$ cat src/rtl/exe_w2_pkg.sv
// Shared types for the exe_w2 ZM/U2 arithmetic unit.
package exe_w2_pkg;

  localparam int OP_W = 3;

  typedef enum logic [OP_W-1:0] {
    SUB_ZM = 3'd0,
    ADD_ZM = 3'd1,
    ZM2U2  = 3'd2,
    U22ZM  = 3'd3,
    MUL_ZM = 3'd4
  } op_e;

  typedef enum logic [1:0] {
    ST_OK  = 2'b00,
    ST_OVF = 2'b01,
    ST_NRP = 2'b10,
    ST_BAD = 2'b11
  } status_e;

  typedef enum logic [1:0] {
    IDLE = 2'd0,
    MUL  = 2'd1,
    EXEC = 2'd2
  } state_e;

endpackage

$ cat src/rtl/exe_w2_if.sv
// Request/response bundle between operand fetch and the exe_w2 unit.
interface exe_w2_if #(
  parameter int M = 8
);

  logic                          i_valid;
  logic [exe_w2_pkg::OP_W-1:0]   i_oper;
  logic [M-1:0]                  i_argA;
  logic [M-1:0]                  i_argB;
  logic                          o_ready;
  logic                          o_valid;
  logic [M-1:0]                  o_result;
  logic [1:0]                    o_status;

  modport slave (
    input  i_valid, i_oper, i_argA, i_argB,
    output o_ready, o_valid, o_result, o_status
  );

  modport master (
    output i_valid, i_oper, i_argA, i_argB,
    input  o_ready, o_valid, o_result, o_status
  );

endinterface

$ cat src/rtl/exe_w2_mul_seq.sv
// Iterative shift-add multiplier for ZM magnitudes.
// One multiplier bit per cycle, M-1 cycles after start.
module exe_w2_mul_seq #(
  parameter int M = 8
) (
  input  logic         i_clk,
  input  logic         i_rsn,
  input  logic         start_i,
  input  logic [M-2:0] a_i,
  input  logic [M-2:0] b_i,
  output logic         done_o,
  output logic [M-2:0] product_o,
  output logic         ovf_o
);

  localparam int AW = 2*M-2;
  localparam int CW = $clog2(M);

  logic          busy_q;
  logic [CW-1:0] cnt_q;
  logic [AW-1:0] acc_q;
  logic [AW-1:0] mc_q;
  logic [M-2:0]  mp_q;

  always_ff @(posedge i_clk) begin
    if (i_rsn) begin
      busy_q <= 1'b0;
      cnt_q  <= '0;
      acc_q  <= '0;
      mc_q   <= '0;
      mp_q   <= '0;
    end else if (start_i) begin
      busy_q <= 1'b1;
      cnt_q  <= CW'(M-1);
      acc_q  <= '0;
      mc_q   <= {{(M-1){1'b0}}, a_i};
      mp_q   <= b_i;
    end else if (busy_q) begin
      if (mp_q[0]) acc_q <= acc_q + mc_q;
      mc_q  <= mc_q << 1;
      mp_q  <= mp_q >> 1;
      cnt_q <= cnt_q - 1'b1;
      if (cnt_q == CW'(1)) busy_q <= 1'b0;
    end
  end

  // done flags the edge that retires the last multiplier bit
  assign done_o    = busy_q && (cnt_q == CW'(1));
  assign product_o = acc_q[M-2:0];
  assign ovf_o     = |acc_q[AW-1:M-1];

endmodule

$ cat src/rtl/exe_unit_w2.sv
// ZM / U2 arithmetic unit: add, sub, conversions, sequential multiply.
module exe_unit_w2
  import exe_w2_pkg::*;
#(
  parameter int M = 8,
  parameter int N = OP_W
) (
  input  logic    i_clk,
  input  logic    i_rsn,
  exe_w2_if.slave bus
);

  typedef struct packed {
    logic [1:0]   st;
    logic [M-1:0] res;
  } res_t;

  state_e       state_q, state_d;
  logic [N-1:0] op_q;
  logic [M-1:0] a_q, b_q, res_q;
  logic [1:0]   st_q;
  logic         vld_q;
  logic         accept, is_mul;
  logic         mul_done, mul_ovf;
  logic [M-2:0] mul_prod;
  res_t         r;

  function automatic res_t zm_pack(input logic sg, input logic [M-1:0] mag);
    res_t o;
    if (mag[M-1]) o = '{st: ST_OVF, res: '0};
    else          o = '{st: ST_OK, res: {sg && (|mag), mag[M-2:0]}};
    return o;
  endfunction

  function automatic res_t zm_addsub(input logic [M-1:0] a, b, input logic sub);
    logic sa, sb, sg;
    logic [M-1:0] ma, mb, mag;
    sa = a[M-1];
    sb = b[M-1] ^ sub;
    ma = {1'b0, a[M-2:0]};
    mb = {1'b0, b[M-2:0]};
    if (sa == sb) begin
      mag = ma + mb; sg = sa;
    end else if (ma >= mb) begin
      mag = ma - mb; sg = sa;
    end else begin
      mag = mb - ma; sg = sb;
    end
    return zm_pack(sg, mag);
  endfunction

  function automatic res_t zm2u2(input logic [M-1:0] a);
    logic [M-1:0] mag;
    mag = {1'b0, a[M-2:0]};
    return '{st: ST_OK, res: a[M-1] ? -mag : mag};
  endfunction

  function automatic res_t u22zm(input logic [M-1:0] a);
    logic [M-2:0] nm;
    nm = ~a[M-2:0] + 1'b1;
    if (a == {1'b1, {(M-1){1'b0}}}) return '{st: ST_NRP, res: '0};
    if (a[M-1]) return '{st: ST_OK, res: {1'b1, nm}};
    return '{st: ST_OK, res: a};
  endfunction

  assign accept = bus.i_valid && (state_q == IDLE);
  assign is_mul = bus.i_oper == MUL_ZM;

  exe_w2_mul_seq #(.M(M)) u_mul (
    .i_clk     (i_clk),
    .i_rsn     (i_rsn),
    .start_i   (accept && is_mul),
    .a_i       (bus.i_argA[M-2:0]),
    .b_i       (bus.i_argB[M-2:0]),
    .done_o    (mul_done),
    .product_o (mul_prod),
    .ovf_o     (mul_ovf)
  );

  always_comb begin
    state_d = state_q;
    case (state_q)
      IDLE:    if (bus.i_valid) state_d = is_mul ? MUL : EXEC;
      MUL:     if (mul_done) state_d = EXEC;
      EXEC:    state_d = IDLE;
      default: state_d = IDLE;
    endcase
  end

  always_comb begin
    r = '{st: ST_BAD, res: '0};
    unique case (1'b1)
      op_q == SUB_ZM: r = zm_addsub(a_q, b_q, 1'b1);
      op_q == ADD_ZM: r = zm_addsub(a_q, b_q, 1'b0);
      op_q == ZM2U2:  r = zm2u2(a_q);
      op_q == U22ZM:  r = u22zm(a_q);
      op_q == MUL_ZM: r = zm_pack(a_q[M-1] ^ b_q[M-1], {mul_ovf, mul_prod});
      default:        r = '{st: ST_BAD, res: '0};
    endcase
  end

  always_ff @(posedge i_clk) begin
    if (i_rsn) begin
      state_q <= IDLE;
      op_q    <= '0;
      a_q     <= '0;
      b_q     <= '0;
      res_q   <= '0;
      st_q    <= ST_OK;
      vld_q   <= 1'b0;
    end else begin
      state_q <= state_d;
      vld_q   <= state_q == EXEC;
      if (accept) begin
        op_q <= bus.i_oper;
        a_q  <= bus.i_argA;
        b_q  <= bus.i_argB;
      end
      if (state_q == EXEC) begin
        res_q <= r.res;
        st_q  <= r.st;
      end
    end
  end

  assign bus.o_ready  = state_q == IDLE;
  assign bus.o_valid  = vld_q;
  assign bus.o_result = res_q;
  assign bus.o_status = st_q;

endmodule
$ cat src/flat_wrapper.sv
// flat-port wrapper written by rule: the top's interface ports become plain ports
module exe_unit_w2_flat import exe_w2_pkg::*;
#(
  parameter int M = 8,
  parameter int N = OP_W
)
  (i_clk, i_rsn, bus_i_valid, bus_i_oper, bus_i_argA, bus_i_argB, bus_o_ready, bus_o_valid, bus_o_result, bus_o_status);
  exe_w2_if #(.M(M)) bus_i ();
  input  logic i_clk;
  input  logic i_rsn;
  input wire logic [$bits(bus_i.i_valid)-1:0] bus_i_valid;
  input wire logic [$bits(bus_i.i_oper)-1:0] bus_i_oper;
  input wire logic [$bits(bus_i.i_argA)-1:0] bus_i_argA;
  input wire logic [$bits(bus_i.i_argB)-1:0] bus_i_argB;
  output wire logic [$bits(bus_i.o_ready)-1:0] bus_o_ready;
  output wire logic [$bits(bus_i.o_valid)-1:0] bus_o_valid;
  output wire logic [$bits(bus_i.o_result)-1:0] bus_o_result;
  output wire logic [$bits(bus_i.o_status)-1:0] bus_o_status;
  assign bus_i.i_valid = bus_i_valid;
  assign bus_i.i_oper = bus_i_oper;
  assign bus_i.i_argA = bus_i_argA;
  assign bus_i.i_argB = bus_i_argB;
  assign bus_o_ready = bus_i.o_ready;
  assign bus_o_valid = bus_i.o_valid;
  assign bus_o_result = bus_i.o_result;
  assign bus_o_status = bus_i.o_status;
  exe_unit_w2 #(.M(M), .N(N)) u_core (.i_clk(i_clk), .i_rsn(i_rsn), .bus(bus_i));
endmodule
$ cat config.mk
export PLATFORM = sky130hd
export DESIGN_NAME = exe_unit_w2_flat
export DESIGN_NICKNAME = d
export VERILOG_FILES = /design/src/rtl/exe_w2_pkg.sv /design/src/rtl/exe_w2_if.sv /design/src/rtl/exe_w2_mul_seq.sv /design/src/rtl/exe_unit_w2.sv /design/src/flat_wrapper.sv
export SDC_FILE = /design/constraint.sdc
export NUM_CORES = 1
export LEC_CHECK = 0
export ABC_AREA = 1
export CAP_MARGIN = 20
export CELL_PAD_IN_SITES_DETAIL_PLACEMENT = 0
export CELL_PAD_IN_SITES_GLOBAL_PLACEMENT = 1
export CORE_MARGIN = 10
export CORE_UTILIZATION = 46
export DETAILED_ROUTE_END_ITERATION = 10
export GPL_TIMING_DRIVEN = 0
export PLACE_DENSITY_LB_ADDON = 0.1
export SETUP_SLACK_MARGIN = 0.4
export SLEW_MARGIN = 20
export SYNTH_ARGS = -nofsm -noshare
export SYNTH_HDL_FRONTEND = slang
export SYNTH_HIERARCHICAL = 1
export SYNTH_SLANG_ARGS = --single-unit
$ cat constraint.sdc
create_clock -name i_clk -period 5.2 [get_ports i_clk]
set_input_delay 1.04 -clock i_clk [delete_from_list [all_inputs] [get_ports i_clk]]
set_output_delay 1.04 -clock i_clk [all_outputs]
set_load 0.05 [all_outputs]
* Yosys cells after proc, flatten, opt, wreduce, memory -nomap -nowiden
Cells that the tools add are included.
Storage, ports and cells: register bits 71, input bits 22, output and inout port bits 12, word-level logic and storage cells 91
Operators by class: $add $sub $neg 7, magnitude comparators 1, equal/unequal tests 13, multiplexer cells 38, bitwise logic cells 3, reductions and logical operators 16
Operator list (count):
- one-hot mux 10 bit (5 select lines) | 1
- two-way mux 8 bit | 6
- two-way mux 10 bit | 4
- two-way mux 7 bit | 4
- two-way mux 9 bit | 3
- OR reduction 8 bit | 2
- subtractor 7 x 7 -> 8 bit | 2
- adder 14 bit | 1
- two-way mux 1 bit | 14
- OR reduction 14 bit | 1
- adder 7 x 7 -> 8 bit | 1
- == test 8 bit, second input constant | 1
- negation 7 -> 8 bit | 1
- adder 7 x 1 -> 7 bit, second input constant | 1
- >= comparator 7 bit | 1
- NOT 7 bit | 1
- OR reduction 7 bit | 1
- == test 3 x 1 -> 1 bit, second input constant | 2
- == test 3 x 2 -> 1 bit, second input constant | 2
- == test 3 bit, second input constant | 2
- logical AND 1 bit | 6
- two-way mux 2 bit | 3
- two-way mux 3 bit | 2
- one-hot mux 2 bit (2 select lines) | 1
- other kinds (13) | 15

* Depth between registers and ports, before layout
Gate-level depths: netlist (run 1).
depth after elaboration 8, depth in mapped cells 20, gate-level depth less buffers 20

* Modules after synthesis
Netlist (run 1), hierarchy kept.
Modules (own cells, without submodules):
- exe_unit_w2 | times used 1, cells each 446, area an instance 2867.8 um^2, sequential area each 640.6 um^2
- exe_w2_mul_seq | times used 1, cells each 369, area an instance 2451.1 um^2, sequential area each 780.7 um^2

* Least setup slack after synthesis (run 1)
OpenSTA, ideal clock, no wires.
kind register to register, start register u_core.a_q[0], end register u_core.res_q[7] (netlist: u_core/bus.o_result[7]), setup time 0.135 ns, arrival 2.116 ns, data required time 5.065 ns, path slack 2.948 ns, stages on the path, launching flop included 20, buffers on the path 1, clock period less this slack 2.252 ns, path through dfxtp_1 inv_1 ha_1 inv_1 fa_1 nand2_1 nand2_1 nand3_2 nand3_2 buf_6 nand2_1 nand3_1 nand2_1 nand2_1 nor2_1 nand3_1 nand2_1 nand3_1 nand2_1 a21oi_1
Between the ends: longest elaborated chain between the ends 8, elaborated cells between the ends (all ways) 28, those cells by class add/sub (4); order compare (1); eq/ne (1); mux (18); reduce/logical (4)
RTL lines:
- from (decl) | line exe_unit_w2.sv:20 | logic [M-1:0] a_q, b_q, res_q;
- from (signal assigned) | line exe_unit_w2.sv:116 | a_q <= bus.i_argA;
- subtractor 7 x 7 -> 8 bit, or another cell as far along | line exe_unit_w2.sv:47 | mag = mb - ma; sg = sb;
- two-way mux 8 bit | line exe_unit_w2.sv:44 | end else if (ma >= mb) begin
- two-way mux 8 bit | line exe_unit_w2.sv:42 | if (sa == sb) begin
- two-way mux 8 bit | line exe_unit_w2.sv:92 | unique case (1'b1)
- OR reduction 8 bit | line exe_unit_w2.sv:31 | else o = '{st: ST_OK, res: {sg && (|mag), mag[M-2:0]}};
- logical AND 1 bit | line exe_unit_w2.sv:31
- two-way mux 9 bit | line exe_unit_w2.sv:30 | if (mag[M-1]) o = '{st: ST_OVF, res: '0};
- one-hot mux 10 bit (5 select lines) * | line exe_unit_w2.sv:92
- to (signal assigned) | line exe_unit_w2.sv:120 | res_q <= r.res;
- to (decl) | line exe_unit_w2.sv:20
Every way passes the cells marked *; elsewhere a longest branch is shown, timed or not. The select of a mux whose other input is x is not followed. A chain may end at the register's enable or synchronous reset.

* Final worst setup path (run 1)
start register u_core.a_q[3], end register u_core.res_q[7] (netlist: u_core/bus.o_result[7])
The elaborated chain is that of the path after synthesis.

==> results.rst, run 1 <==
.. list-table::
   :header-rows: 1

   * - Metric
     - Value
   * - Leftover overflow at the end of global routing
     - 0
   * - Antenna diode count
     - 0
   * - Type of the worst setup path
     - reg -> reg
   * - Launch instance of the worst min-delay path
     - u_core/bus.o_result[7]
   * - Leading register cell type out of synthesis
     - sky130_fd_sc_hd__dfxtp_1
   * - Number of unique standard cell types used by synthesis
     - 45
   * - Clock network power share
     - 0.351
   * - Skew-Pair Late Insertion Delay
     - 0.34 ns
   * - Number of stages on the worst hold path
     - 2
   * - Int Power
     - 0.001210 W
   * - Final Instance Count excl. Fillers
     - 1,007
   * - Power density over cell area
     - 306.2 nW/um^2
   * - TritonCTS clock tree
     - done
   * - Slew HR
     - 0.6311
   * - Result of the run
     - completed
   * - Detailed-route via count
     - 5,236
   * - Source of the worst register-to-register timing path
     - u_core/a_q[3]
   * - CTS H-tree lvls
     - 3
   * - Global-route usage over all layers
     - 0.1842
   * - Postcts setup bufs
     - 0
   * - Max Transition Viols Final
     - 0
   * - Post-route clock period utilization
     - 0.5462
   * - Count of placed standard cells including taps
     - 991
   * - Post-Syn Instances
     - 815
   * - Fin Clk Skew
     - 0.005730 ns
   * - Part of the power in registers
     - 0.316
   * - Number of antenna violations at the first check in global routing
     - 0
   * - Layout Area Growth over Synthesis
     - 15.62%
   * - Leading cell types in the layout, fill and taps excluded
     - sky130_fd_sc_hd__nand2_1, sky130_fd_sc_hd__inv_1, sky130_fd_sc_hd__dfxtp_1
   * - Wire length of the first global-routing pass
     - 24.32 mm
   * - CTS buffer count
     - 9
   * - Most common cell after layout, fill and taps aside
     - sky130_fd_sc_hd__nand2_1
   * - Register area share after synthesis
     - 0.2672
   * - Post-placement cell area
     - 5828 um^2
   * - RSZ-0062 raised after global routing
     - no
   * - Hold-fix buffers at CTS
     - 0
   * - Highest net fanout along the worst path
     - 10
   * - Mean area per synthesized cell
     - 6.526 um^2
   * - Measured slew at the worst slew-check pin
     - 0.5534 ns
   * - Design Area, Final
     - 6150 um^2
   * - Routability Congestion
     - 0.9342
   * - Synthesis warning total
     - 6
   * - Via density per instance
     - 5.200
   * - TritonCTS sink count
     - 71
   * - Vert. Die Dim
     - 127.5 um
   * - CTS root buf
     - sky130_fd_sc_hd__clkbuf_16
   * - Count of final hold-check violations
     - 0
   * - Detailed placer's ending HPWL
     - 12.35 mm
   * - Fill cell count
     - 1,195
   * - Switching share of power
     - 0.3576
   * - Terminus of the critical flop-to-flop path
     - u_core/bus.o_result[7]
   * - Synthesized net count
     - 878
   * - Critical path required time
     - 5.40 ns
   * - Fraction of final layout cells sized beyond drive strength 1
     - 0.08218
   * - Port Buffers
     - 33
   * - Total standard cell area after synthesis
     - 5319 um^2
   * - Combinational power share
     - 0.332
   * - Number of placement rows
     - 39
   * - Resize count post-CTS
     - 0
   * - Pin count of the biggest net entering global routing
     - 14
   * - Top-Level Pins
     - 34
   * - Slack of the worst reg-to-reg path
     - 2.36 ns
   * - Endpoint with the worst hold slack
     - u_core/bus.o_result[7]
   * - Post-synth EDFFs
     - 0
   * - Fraction of registers with async set or reset after synthesis
     - 0
   * - Total wire length after detailed routing
     - 15.02 mm
   * - Register clock-pin slew on the reported worst setup and hold paths
     - 0.06 ns
   * - Arrival time worst endpoint
     - 3.04 ns
   * - Number of global-route vias before repair
     - 4,962
   * - Number of buffers between clock root and the deepest sink
     - 2
   * - Number of max-cap violations
     - 0
   * - Number of detailed-route iterations in the first pass
     - 4
   * - Core box area
     - 11,370 um^2
   * - Maximum VDD drop
     - 0.1682 mV
   * - Width of the chip
     - 127.5 um
   * - Worst hold-check path type
     - reg -> reg
   * - Die area
     - 16,260 um^2
   * - Worst r2r path cells
     - 17
   * - Drc violations
     - 0
   * - Fmax
     - 0.3521 GHz
   * - Endpoint class of the critical path
     - register
   * - Antenna-violating nets left
     - 0
   * - Startpoint type of the worst setup path
     - register
   * - Setup total negative slack
     - 0 ns
   * - Clock period minus worst slack
     - 2.840 ns
   * - Number of endpoints failing setup at the final stage
     - 0
   * - Yosys reg bits
     - 71
   * - Final total power
     - 0.001883 W
   * - Initial DRC count
     - 325
   * - Drt wl/cell
     - 14.92 um
   * - Switching pwr
     - 0.0006732 W
   * - Layout net count
     - 922
   * - Initial Utilization
     - 0.4678
   * - Leakage power summed over all cells
     - 2.984 nW
through the flow:
step / utilization / hold WS (ns) / setup slack (ns)
6_report: 0.5409 / 0.4644 / 2.360
5_1_grt: 0.5409 / 0.4910 / 2.131
4_1_cts: 0.5409 / 0.4638 / 2.387
3_5_place_dp: 0.5126 / 0.4543 / 2.166
3_3_place_gp: 0.5126 / 0.4499 / 2.162
2_1_floorplan: - / 0.4392 / 2.948
worst max-delay path, cell delays in order, from the launching register on:
cell                      delay [ns]
sky130_fd_sc_hd__dfxtp_1        0.46
sky130_fd_sc_hd__inv_1          0.17
sky130_fd_sc_hd__ha_1           0.33
sky130_fd_sc_hd__buf_6          0.15
sky130_fd_sc_hd__inv_1          0.17
sky130_fd_sc_hd__nand2_1        0.07
sky130_fd_sc_hd__o21ai_0        0.39
sky130_fd_sc_hd__nand3_1        0.18
sky130_fd_sc_hd__nand2_1        0.09
sky130_fd_sc_hd__nand2_1        0.06
sky130_fd_sc_hd__nand3_1        0.06
sky130_fd_sc_hd__nand2_1        0.08
sky130_fd_sc_hd__nor2_1         0.10
sky130_fd_sc_hd__nand3_1        0.09
sky130_fd_sc_hd__nand2_1        0.07
sky130_fd_sc_hd__nand3_1        0.09
sky130_fd_sc_hd__nand2_1        0.08
sky130_fd_sc_hd__a21oi_1        0.05
cell usage after synthesis (2+ instances only):
master                       n  share of area
sky130_fd_sc_hd__nand4_1     5         0.0059
sky130_fd_sc_hd__a21oi_2     4         0.0066
sky130_fd_sc_hd__o21ai_0    48          0.045
sky130_fd_sc_hd__o21bai_1    4         0.0056
sky130_fd_sc_hd__fa_1        4          0.015
sky130_fd_sc_hd__a21oi_1    67          0.063
sky130_fd_sc_hd__buf_6       4         0.0085
sky130_fd_sc_hd__buf_4      15          0.021
sky130_fd_sc_hd__nand2_1   227           0.16
sky130_fd_sc_hd__or2_1       2         0.0024
sky130_fd_sc_hd__o211ai_1    5         0.0071
sky130_fd_sc_hd__clkbuf_1   10         0.0071
sky130_fd_sc_hd__nor2_4      4         0.0085
sky130_fd_sc_hd__buf_2       4         0.0038
sky130_fd_sc_hd__ha_1       37          0.087
sky130_fd_sc_hd__nor3_1      6         0.0056
sky130_fd_sc_hd__nor2_2      3         0.0035
sky130_fd_sc_hd__a221oi_1    2         0.0033
sky130_fd_sc_hd__nor2_1     45          0.032
sky130_fd_sc_hd__nand2_2     5         0.0059
sky130_fd_sc_hd__clkinv_1    2         0.0014
sky130_fd_sc_hd__a32oi_1     5         0.0082
sky130_fd_sc_hd__nand3_1    70          0.066
sky130_fd_sc_hd__o221ai_1    4         0.0066
sky130_fd_sc_hd__nand3_2     5         0.0094
sky130_fd_sc_hd__dfxtp_1    71           0.27
sky130_fd_sc_hd__nor4_1      2         0.0024
sky130_fd_sc_hd__or2_0       2         0.0024
sky130_fd_sc_hd__inv_2       6         0.0042
sky130_fd_sc_hd__xor2_1     15          0.025
sky130_fd_sc_hd__inv_1     112          0.079
sky130_fd_sc_hd__a31oi_1     7         0.0082
power groups by stage:
stage | clock (W) | combinational [W] | sequential (W)
final | 0.000662 | 0.000626 | 0.000596
after CTS | 0.000676 | 0.000624 | 0.000595
after global placement | 0 | 0.000616 | 0.000606
after floorplan | 0 | 0.000432 | 0.000626
after detailed placement | 0 | 0.000621 | 0.000607
after global routing | 0.000700 | 0.000701 | 0.000598
state kept, by name (all words and copies together) (netlist names):
signal	flops
u_core/u_mul/acc_q	14
u_core/u_mul/mc_q	14
u_core/a_q	8
u_core/b_q	8
u_core/bus.o_result	8
u_core/u_mul/mp_q	7
u_core/op_q	3
u_core/u_mul/cnt_q	3
u_core/bus.o_status	2
u_core/state_q	2
u_core/bus.o_valid	1
u_core/u_mul/busy_q	1
cell families after synthesis:
family | share of synthesized area
AND/OR/NAND/NOR | 0.3126
buffers and inverters | 0.1263
AO/OA/AOI/OAI | 0.1654
flip-flops | 0.2672
adder cells (fa/ha/maj) | 0.1021
XOR/XNOR | 0.02635
layout make-up:
type / instances / area [um^2] / share of cell area
Multi-Input combinational cell: 590 / 3226 / 0.5245
Timing Repair Buffer: 33 / 330.3 / 0.05371
Clock buffer: 10 / 229.0 / 0.03723
Tap cell: 143 / 178.9 / 0.02909
Clock inverter: 6 / 92.59 / 0.01506
Buffer: 33 / 215.2 / 0.03499
Sequential cell: 71 / 1421 / 0.2311
Inverter: 121 / 456.7 / 0.07426
layer usage:
metal / share of wire / global-route usage
met1: 0.44 / 0.2240
met5: 0 / 0
met3: 0.034 / 0.02854
met4: 0.019 / 0.06229
met2: 0.51 / 0.3218
how the worst max path moves through the flow:
stage / endpoint / startpoint / slack, ns / cells past startpoint
after floorplan: u_core/bus.o_result[7] / u_core/a_q[0] / 2.95 / 19
after global placement: u_core/u_mul/acc_q[9] / bus_i_valid / 2.16 / 11
after detailed placement: u_core/u_mul/mc_q[13] / bus_i_valid / 2.17 / 9
after CTS: u_core/bus.o_result[7] / u_core/a_q[3] / 2.39 / 17
after global routing: u_core/bus.o_result[7] / u_core/a_q[3] / 2.13 / 17
final: u_core/bus.o_result[7] / u_core/a_q[3] / 2.36 / 17
Power figures use the tool's default switching activity.
==> inputs of run 2 (changes only) <==
--- a/config.mk
+++ b/config.mk
@@ -10,7 +10,7 @@
 export CELL_PAD_IN_SITES_DETAIL_PLACEMENT = 0
 export CELL_PAD_IN_SITES_GLOBAL_PLACEMENT = 1
 export CORE_MARGIN = 10
-export CORE_UTILIZATION = 46
+export CORE_UTILIZATION = 43
 export DETAILED_ROUTE_END_ITERATION = 10
 export GPL_TIMING_DRIVEN = 0
 export PLACE_DENSITY_LB_ADDON = 0.1
==> constraint.sdc (replaced) <==
create_clock -name i_clk -period 2.9 [get_ports i_clk]
set_input_delay 0.58 -clock i_clk [delete_from_list [all_inputs] [get_ports i_clk]]
set_output_delay 0.58 -clock i_clk [all_outputs]
set_load 0.05 [all_outputs]
==> results.rst, run 2 (synthesis results as in run 1) <==
.. list-table::
   :header-rows: 1

   * - Metric
     - Value
   * - Result of the run
     - completed (unchanged)
   * - Number of global-route vias before repair
     - 4,998 (was 4,962)
   * - Count of final hold-check violations
     - 0 (unchanged)
   * - Wire length of the first global-routing pass
     - 24.82 mm (was 24.32 mm)
   * - Maximum VDD drop
     - 0.3958 mV (was 0.1682 mV)
   * - Top-Level Pins
     - 34 (unchanged)
   * - Skew-Pair Late Insertion Delay
     - 0.34 ns (about the same)
   * - Clock period minus worst slack
     - 2.420 ns (was 2.840 ns)
   * - Vert. Die Dim
     - 131.2 um (was 127.5 um)
   * - CTS H-tree lvls
     - 3 (unchanged)
   * - Post-Place Worst Slack
     - 0.1296 ns (was 2.166 ns)
   * - Slack of the worst reg-to-reg path
     - 0.48 ns (was 2.36 ns)
   * - Number of antenna violations at the first check in global routing
     - 0 (unchanged)
   * - Type of the worst setup path
     - reg -> reg (unchanged)
   * - Number of detailed-route iterations in the first pass
     - 5 (was 4)
   * - Routability Congestion
     - 0.8697 (was 0.9342)
   * - Drt wl/cell
     - 14.77 um (was 14.92 um)
   * - Antenna-violating nets left
     - 0 (unchanged)
   * - Number of buffers between clock root and the deepest sink
     - 2 (unchanged)
   * - Number of endpoints failing setup at the final stage
     - 0 (unchanged)
   * - Startpoint type of the worst setup path
     - register (unchanged)
   * - Largest stage delay on the critical path
     - 0.40 ns (was 0.46 ns)
   * - Worst hold-check path type
     - reg -> reg (unchanged)
   * - Via density per instance
     - 5.087 (was 5.200)
   * - Fill cell count
     - 1,204 (was 1,195)
   * - Die area
     - 17,220 um^2 (was 16,260 um^2)
   * - Initial DRC count
     - 425 (was 325)
   * - Source of the worst register-to-register timing path
     - u_core/a_q[0] (was u_core/a_q[3])
   * - Detailed placer's ending HPWL
     - 12.33 mm (was 12.35 mm)
   * - Leftover overflow at the end of global routing
     - 0 (unchanged)
   * - Chain of cells forming the critical path
     - inv_4, ha_4, inv_4, fa_2, nand2_2, nand2_2, nand3_2, nand3_2, buf_8, nand2_4, nand3_2, nand2_1, nand2_1, nor2_1, nand3_1, nand2_1, nand3_2, nand2_1, a21oi_1 (was inv_1, ha_1, buf_6, inv_1, nand2_1, o21ai_0, nand3_1, nand2_1, nand2_1, nand3_1, nand2_1, nor2_1, nand3_1, nand2_1, nand3_1, nand2_1, a21oi_1)
   * - Total wire length after detailed routing
     - 15.35 mm (was 15.02 mm)
   * - Count of placed standard cells including taps
     - 1,016 (was 991)
   * - TritonCTS sink count
     - 71 (unchanged)
   * - Design Area, Final
     - 6481 um^2 (was 6150 um^2)
   * - Initial Utilization
     - 0.4410 (was 0.4678)
   * - Hold-fix buffers at CTS
     - 0 (unchanged)
   * - Number of buffers and inverters on the critical path
     - 3 (unchanged)
   * - Arrival time worst endpoint
     - 2.62 ns (was 3.04 ns)
   * - Power density over cell area
     - 547.5 nW/um^2 (was 306.2 nW/um^2)
   * - Endpoint with the worst hold slack
     - u_core/bus.o_result[4] (was u_core/bus.o_result[7])
   * - Worst hold slack
     - 0.4669 ns (was 0.4644 ns)
   * - RSZ-0062 raised after global routing
     - yes (was no)
   * - Registers with the most flip-flops
     - u_core/u_mul/acc_q (14), u_core/u_mul/mc_q (14) (unchanged)
   * - Worst setup slack after layout
     - 0.4797 ns (was 2.360 ns)
   * - Fraction of final layout cells sized beyond drive strength 1
     - 0.1561 (was 0.08218)
   * - Slew HR
     - 0.6094 (was 0.6311)
   * - Most common cell after layout, fill and taps aside
     - sky130_fd_sc_hd__nand2_1 (unchanged)
   * - TritonCTS clock tree
     - done (unchanged)
   * - Measured slew at the worst slew-check pin
     - 0.5858 ns (was 0.5534 ns)
   * - Leakage power summed over all cells
     - 3.090 nW (was 2.984 nW)
   * - Register clock-pin slew on the reported worst setup and hold paths
     - 0.06 ns (about the same)
   * - Pin count of the biggest net entering global routing
     - 13 (was 14)
   * - Number of stages on the worst hold path
     - 2 (unchanged)
   * - Detailed-route via count
     - 5,285 (was 5,236)
   * - Layout Area Growth over Synthesis
     - 21.85% (was 15.62%)
   * - Core box area
     - 12,060 um^2 (was 11,370 um^2)
   * - Launch instance of the worst min-delay path
     - u_core/bus.o_result[4] (was u_core/bus.o_result[7])
   * - CTS root buf
     - sky130_fd_sc_hd__clkbuf_16 (unchanged)
   * - Drc violations
     - 0 (unchanged)
   * - Number of max-cap violations
     - 0 (unchanged)
   * - Leading cell types in the layout, fill and taps excluded
     - sky130_fd_sc_hd__nand2_1, sky130_fd_sc_hd__inv_1, sky130_fd_sc_hd__a21oi_1 (was sky130_fd_sc_hd__nand2_1, sky130_fd_sc_hd__inv_1, sky130_fd_sc_hd__dfxtp_1)
   * - Worst r2r path cells
     - 19 (was 17)
   * - Highest net fanout along the worst path
     - 8 (was 10)
   * - Cell family with the largest share of critical-path delay
     - simple AND/OR/NAND/NOR gates (unchanged)
   * - Slowest cell on crit path
     - sky130_fd_sc_hd__fa_2 (was sky130_fd_sc_hd__dfxtp_1)
   * - Setup total negative slack
     - 0 ns (unchanged)
   * - CTS buffer count
     - 9 (unchanged)
   * - Antenna diode count
     - 0 (unchanged)
   * - Port Buffers
     - 33 (unchanged)
   * - Max Transition Viols Final
     - 0 (unchanged)
   * - Critical path required time
     - 3.10 ns (was 5.40 ns)
   * - Endpoint class of the critical path
     - register (unchanged)
   * - Terminus of the critical flop-to-flop path
     - u_core/bus.o_result[7] (unchanged)
   * - Global-route usage over all layers
     - 0.1739 (was 0.1842)
   * - Fin Clk Skew
     - 0.008432 ns (was 0.005730 ns)
   * - Layout net count
     - 929 (was 922)
   * - Post-placement cell area
     - 5859 um^2 (was 5828 um^2)
   * - Post-route clock period utilization
     - 0.8346 (was 0.5462)
   * - Final Instance Count excl. Fillers
     - 1,039 (was 1,007)
   * - Width of the chip
     - 131.2 um (was 127.5 um)
   * - Number of placement rows
     - 40 (was 39)
   * - Fmax
     - 0.4132 GHz (was 0.3521 GHz)
run 2: worst register-to-register path, stage by stage (launching register included):
cell,delay [ns]
sky130_fd_sc_hd__dfxtp_4,0.37
sky130_fd_sc_hd__inv_4,0.07
sky130_fd_sc_hd__ha_4,0.15
sky130_fd_sc_hd__inv_4,0.05
sky130_fd_sc_hd__fa_2,0.40
sky130_fd_sc_hd__nand2_2,0.08
sky130_fd_sc_hd__nand2_2,0.08
sky130_fd_sc_hd__nand3_2,0.07
sky130_fd_sc_hd__nand3_2,0.10
sky130_fd_sc_hd__buf_8,0.17
sky130_fd_sc_hd__nand2_4,0.09
sky130_fd_sc_hd__nand3_2,0.07
sky130_fd_sc_hd__nand2_1,0.07
sky130_fd_sc_hd__nand2_1,0.05
sky130_fd_sc_hd__nor2_1,0.11
sky130_fd_sc_hd__nand3_1,0.10
sky130_fd_sc_hd__nand2_1,0.08
sky130_fd_sc_hd__nand3_2,0.07
sky130_fd_sc_hd__nand2_1,0.08
sky130_fd_sc_hd__a21oi_1,0.05
run 2: metal layers:
| metal | GRT usage | vias up | share of wire |
|---|---|---|---|
| met4 | 0.06688 | 0 | 0.030 |
| met3 | 0.02782 | 30 | 0.039 |
| li1 | - | 2736 | - |
| met2 | 0.3006 | 114 | 0.49 |
| met1 | 0.2102 | 2405 | 0.44 |
| met5 | 0 | - | 0 |
run 2: final cells by class:
cell class / instances / area [um^2] / share of cell area
tap: 168 / 210.2 / 0.03243
clock buffer: 11 / 232.7 / 0.03591
clock inverter: 5 / 82.58 / 0.01274
buffer: 33 / 222.7 / 0.03436
timing repair buffer: 40 / 382.9 / 0.05907
inverter: 121 / 465.4 / 0.07181
multi-input combinational: 590 / 3440 / 0.5307
sequential: 71 / 1445 / 0.2230
run 2: through the flow:
step,util,power (W)
floorplan,-,0.001896
global placement,0.4858,0.002184
detailed placement,0.4858,0.002192
CTS,0.5146,0.003400
global route,0.5373,0.003757
finish,0.5373,0.003549
run 2: what timing repair did:
item                       in CTS  in global routing
setup endpoints to repair       8                  9
pin swaps                       2                 14
resized for setup              13                 65
setup buffers                   1                  6
run 2: worst max path at each step:
stage | to | start | slack [ns] | cells after the start
6_report | u_core/bus.o_result[7] | u_core/a_q[0] | 0.48 | 19
3_3_place_gp | u_core/bus.o_result[7] | u_core/a_q[0] | 0.15 | 17
5_1_grt | u_core/bus.o_result[2] | u_core/a_q[4] | 0.36 | 16
3_5_place_dp | u_core/bus.o_result[7] | u_core/a_q[0] | 0.13 | 17
2_1_floorplan | u_core/bus.o_result[7] | u_core/a_q[0] | 0.65 | 19
4_1_cts | u_core/bus.o_result[7] | u_core/a_q[0] | 0.38 | 19
run 2: power by group:
group | switching, W | leakage (nW) | total [W] | internal, W
registers | 0.0000438 | 0.583 | 0.00107 | 0.00103
logic | 0.000820 | 2.35 | 0.00130 | 0.000477
clock network | 0.000426 | 0.154 | 0.00118 | 0.000755
total | 0.00129 | 3.09 | 0.00355 | 0.00226
